## config.mk

```make
export PLATFORM = sky130hd
export DESIGN_NAME = mips_register_file_flat
export DESIGN_NICKNAME = d
export VERILOG_FILES = /design/src/rtl/mips_register_file_pkg.sv /design/src/rtl/mips_register_file_if.sv /design/src/rtl/mips_register_file.sv /design/src/flat_wrapper.sv
export SDC_FILE = /design/constraint.sdc
export NUM_CORES = 2
export LEC_CHECK = 0
export BUFFER_PORTS_ARGS = -buffer_cell sky130_fd_sc_hd__buf_4
export CAP_MARGIN = 20
export CORE_MARGIN = 3
export CORE_UTILIZATION = 45
export CTS_BUF_LIST = sky130_fd_sc_hd__clkbuf_8
export DETAILED_ROUTE_END_ITERATION = 6
export PLACE_DENSITY = 0.66
export SETUP_SLACK_MARGIN = 0.4
export SKIP_CTS_REPAIR_TIMING = 1
export SLEW_MARGIN = 0
export SYNTH_ARGS = -nofsm -noshare
export SYNTH_HDL_FRONTEND = slang
export SYNTH_SLANG_ARGS = --single-unit
```

## constraint.sdc

```tcl
create_clock -name clk -period 2.61 [get_ports clk]
set_input_delay 0.261 -clock clk [delete_from_list [all_inputs] [get_ports clk]]
set_output_delay 0.261 -clock clk [all_outputs]
set_load 0.03 [all_outputs]
```

## src/rtl/mips_register_file_pkg.sv

```systemverilog
// Shared definitions for the MIPS general-purpose register file.
package mips_register_file_pkg;

  localparam int         REG_COUNT = 32;
  localparam logic [4:0] REG_ZERO  = 5'd0;
  localparam logic [4:0] REG_V0    = 5'd2;

  typedef logic [31:0] word_t;
  typedef logic [4:0]  reg_index_t;

endpackage

```

## src/rtl/mips_register_file_if.sv

```systemverilog
// Operand read, writeback and $v0 tap signals between the datapath and the register file.
interface mips_register_file_if #(
  parameter int DATA_WIDTH = 32,
  parameter int ADDR_WIDTH = 5
);

  logic [ADDR_WIDTH-1:0] a1;
  logic [ADDR_WIDTH-1:0] a2;
  logic [DATA_WIDTH-1:0] read_data1;
  logic [DATA_WIDTH-1:0] read_data2;
  logic [ADDR_WIDTH-1:0] write_index3;
  logic [DATA_WIDTH-1:0] write_data3;
  logic                  write_enable;
  logic [DATA_WIDTH-1:0] register_v0;

  modport master (
    output a1, a2, write_index3, write_data3, write_enable,
    input  read_data1, read_data2, register_v0
  );

  modport slave (
    input  a1, a2, write_index3, write_data3, write_enable,
    output read_data1, read_data2, register_v0
  );

endinterface

```

## src/rtl/mips_register_file.sv

```systemverilog
// 32 x 32 register file: two asynchronous read ports, one clocked write port, r0 fixed at zero.
module mips_register_file
  import mips_register_file_pkg::*;
#(
  parameter int DATA_WIDTH = 32,
  parameter int ADDR_WIDTH = 5
) (
  input  logic                  clk,
  input  logic                  reset,
  mips_register_file_if.slave   rf
);

  localparam int NREGS = 2 ** ADDR_WIDTH;

  logic [DATA_WIDTH-1:0] regs_q [NREGS];
  logic [DATA_WIDTH-1:0] regs_d [NREGS];

  // r0 is never loaded, so it holds the reset zero forever.
  always_comb begin
    regs_d = regs_q;
    if (rf.write_enable && (rf.write_index3 != '0)) begin
      regs_d[rf.write_index3] = rf.write_data3;
    end
    regs_d[0] = '0;
  end

  always_ff @(posedge clk) begin
    if (!reset) begin
      for (int i = 0; i < NREGS; i++) begin
        regs_q[i] <= '0;
      end
    end else begin
      regs_q <= regs_d;
    end
  end

  // No write-to-read forwarding; the pipeline provides bypass.
  assign rf.read_data1  = (rf.a1 == '0) ? '0 : regs_q[rf.a1];
  assign rf.read_data2  = (rf.a2 == '0) ? '0 : regs_q[rf.a2];
  assign rf.register_v0 = regs_q[ADDR_WIDTH'(REG_V0)];

endmodule

```

## src/flat_wrapper.sv

```systemverilog
// flat-port wrapper written by rule: the top's interface ports become plain ports
module mips_register_file_flat import mips_register_file_pkg::*;
#(
  parameter int DATA_WIDTH = 32,
  parameter int ADDR_WIDTH = 5
)
  (clk, reset, rf_a1, rf_a2, rf_write_index3, rf_write_data3, rf_write_enable, rf_read_data1, rf_read_data2, rf_register_v0);
  mips_register_file_if #(.DATA_WIDTH(DATA_WIDTH), .ADDR_WIDTH(ADDR_WIDTH)) rf_i ();
  input  logic clk;
  input  logic reset;
  input wire logic [$bits(rf_i.a1)-1:0] rf_a1;
  input wire logic [$bits(rf_i.a2)-1:0] rf_a2;
  input wire logic [$bits(rf_i.write_index3)-1:0] rf_write_index3;
  input wire logic [$bits(rf_i.write_data3)-1:0] rf_write_data3;
  input wire logic [$bits(rf_i.write_enable)-1:0] rf_write_enable;
  output wire logic [$bits(rf_i.read_data1)-1:0] rf_read_data1;
  output wire logic [$bits(rf_i.read_data2)-1:0] rf_read_data2;
  output wire logic [$bits(rf_i.register_v0)-1:0] rf_register_v0;
  assign rf_i.a1 = rf_a1;
  assign rf_i.a2 = rf_a2;
  assign rf_i.write_index3 = rf_write_index3;
  assign rf_i.write_data3 = rf_write_data3;
  assign rf_i.write_enable = rf_write_enable;
  assign rf_read_data1 = rf_i.read_data1;
  assign rf_read_data2 = rf_i.read_data2;
  assign rf_register_v0 = rf_i.register_v0;
  mips_register_file #(.DATA_WIDTH(DATA_WIDTH), .ADDR_WIDTH(ADDR_WIDTH)) u_core (.clk(clk), .reset(reset), .rf(rf_i));
endmodule
```

==> results.py <==
metrics = {
    "run_status": {
        "status": "finished with violations",
        "violations": "design-rule violations, negative setup slack",
    },
    "synthesis": {
        "syn_area_per_cell_um2": 8.972,
        "synth_nets": 5917,
        "synth_warnings": 0,
        "ys_seq_area_share_pct": 37.73,
        "postSynthCellCount": 5867,
        "synth-edff-count": 0,
        "syn_area_um2": 52640,
        "ys_ff_latch": 992,
        "ys_types": 35,
        "synthFlopType": "dfxtp_1",
        "async_flop_share_pct": 0,
    },
    "global_route": {
        "grt_pass1_wl_um": 312600,
        "track_usage_pct": 34.62,
        "antenna_found_initial": 11,
        "gr-total-overflow": 0,
        "grt_max_degree": 123,
        "grt_pass1_vias": 46130,
    },
    "placed_design": {
        "place_area_um2": 56980,
        "dpl.hpwl_um": 136900,
        "portBuffers": 145,
        "placed_cells": 7230,
        "routabilityCongestion": 0.9610,
    },
    "critical_path": {
        "crit_required_ns": 2.35,
        "reg2reg_slack_ns": 1.66,
        "path_class": "register to primary output",
        "startpoint_type": "register",
        "cp_max_fo": 3,
        "end_kind": "primary output",
        "arrival_ns": 2.82,
    },
    "route": {
        "ant_nets": 0,
        "firstDrtPassIters": 7,
        "drtIter0Drc": 7186,
        "drt-wirelength-per-cell_um": 28.62,
        "drt_wl_total_um": 216700,
        "via_per_inst": 6.442,
        "vias": 48780,
        "drc": 8,
    },
    "timing": {
        "finalMaxSlewViolations": 0,
        "min_period_over_period_pct": 117.9,
        "timing.final.ws_setup_ns": -0.4676,
        "hold_viol": 0,
        "rsz0062_at_grt": "yes",
        "skew_ns": 0,
        "period_needed_ns": 3.078,
        "worst_pin_slew_ns": 0.7982,
        "maxSlewHeadroom_pct": 46.60,
        "finalSetupViolCount": 59,
        "fmax_mhz": 324.9,
    },
    "finish": {
        "final_common_cell": "nand2_1",
        "fin_area_um2": 61880,
        "fillCellCount": 10090,
        "final_cell_mix": "1998 x nand2_1, 871 x a21boi_0, 845 x dfxtp_1, 336 x mux4_2, 329 x buf_4",
        "num-nets-final": 5977,
        "syn_to_final_growth_pct": 17.55,
        "drive_above_1_share_pct": 24.34,
        "final-instance-count-excl-fill": 7573,
    },
    "die": {
        "io_pins": 146,
        "fp.dieArea_um2": 121100,
        "die_h_um": 348.0,
        "start_util_pct": 45.66,
        "core_area_um2": 115300,
        "die_x_um": 348.0,
        "core.rowCount": 124,
    },
    "clock_network": {
        "cts_tree": "yes",
        "clock_sinks": 992,
        "cts_buffer_depth": 3,
        "cts_made_buffers": 168,
        "clockRootBuffer": "clkbuf_8",
        "htree_levels": 4,
        "clk_pin_slew_ns": 0.07,
        "clkLatencyLatePin_ns": 0.86,
    },
    "power_and_ir_drop": {
        "vdd_drop_max_v": 0.0004853,
        "cellLeakagePower_nw": 21.18,
        "power_density_nw_per_um2": 538.4,
    },
    "flow_run": {
        "cap_viol_max_count": 0,
    },
    "worst_hold_path": {
        "min_path_type": "primary input to register",
    },
}
-- metrics by stage --
step / power (W) / setup WS (ns) / hold WS, ns / setup TNS [ns] / utilization [%]
after floorplan: 0.01770 / 0.4346 / 0.4059 / 0 / -
after global placement: 0.01914 / -0.1959 / 0.4518 / -0.5011 / 49.43
after detailed placement: 0.01917 / -0.1780 / 0.4591 / -0.3666 / 49.43
after CTS: 0.03304 / -0.5333 / -0.2419 / -13.34 / 52.33
after global routing: 0.03408 / -0.4715 / 0.1352 / -9.869 / 53.67
final: 0.03331 / -0.4676 / 0.09808 / -7.141 / 53.68
-- path summary, 6_finish.rpt --
check	startpoint	endpoint	depth (start not counted)
worst max-delay path	u_core.regs_q[800]	rf_read_data2[0]	4
worst min-delay path	rf_write_enable	u_core.regs_q[642]	6
worst max register to register	u_core.rf.register_v0[15]	u_core.rf.register_v0[15]	2
worst min register to register	u_core.regs_q[630]	u_core.regs_q[630]	2
-- power by group --
group / switching [W] / total, W / internal [W] / leakage [nW]
clock: 0.00680 / 0.0141 / 0.00735 / 1.94
combinational: 0.00236 / 0.00382 / 0.00145 / 11.2
sequential: 0.0000975 / 0.0154 / 0.0153 / 8.07
-- logic make-up (layout without fill, tap and decap cells) --
| kind of cell | count (synthesis) | count (layout) | share of synthesized area (%) |
|---|---|---|---|
| AO/OA/AOI/OAI | 1316 | 1316 | 18.73 |
| buffers and inverters | 626 | 810 | 5.484 |
| flip-flops | 992 | 992 | 37.73 |
| multiplexers | 688 | 688 | 21.30 |
| other | 0 | 10 | 0 |
| AND/OR/NAND/NOR | 2245 | 2245 | 16.76 |
-- cell usage after synthesis, drive strengths merged (5+ instances only) --
cell type / instances / share of area (%)
dfxtp: 992 / 38
nand3: 43 / 0.41
mux2i: 256 / 4.9
a221o: 32 / 0.61
clkbuf: 364 / 2.6
nor2: 66 / 0.62
buf: 261 / 2.9
o211ai: 32 / 0.46
nand2: 2029 / 14
nand4: 36 / 0.43
nand2b: 5 / 0.059
nor3: 33 / 0.31
a21oi: 8 / 0.076
mux2: 96 / 2.1
a21boi: 992 / 14
mux4: 336 / 14
nor3b: 5 / 0.071
nand3b: 6 / 0.086
nor2b: 5 / 0.059
a22oi: 124 / 1.8
o22ai: 96 / 1.1
and3b: 5 / 0.083
a2111oi: 32 / 0.53
-- layer usage --
metal / wire length [µm] / vias to the layer above / track usage (%) / part of all wire, %
met5: 23 / - / 0 / 0.011
met4: 14370 / 4 / 20.67 / 6.6
met3: 29510 / 898 / 11.22 / 14
met2: 93000 / 3707 / 51.26 / 43
met1: 79820 / 23560 / 44.16 / 37
li1: - / 20610 / - / -
-- worst max-delay path, stage by stage, from the launching register on --
cell and delay [ns]:
dfxtp_2 0.32, mux4_2 0.45, o211ai_1 0.36, nand4_1 0.48, buf_6 0.31
-- flip-flops by register name, summed over array words and instances (netlist names) --
name and flops:
u_core.regs_q 960, u_core.rf.register_v0 32
-- final cells by class --
class,instances,area [µm²],area share [%]
diodes,10,25.02,0.04044
well taps,1512,1892,3.057
multi-input cells,4249,31150,50.34
clock buffers,209,2877,4.649
clock inverters,85,473.0,0.7643
repair buffers,515,5416,8.753
inverters,1,3.754,0.006066
flip-flops and latches,992,20040,32.39
Note: power is estimated with default switching activity, not from simulation.
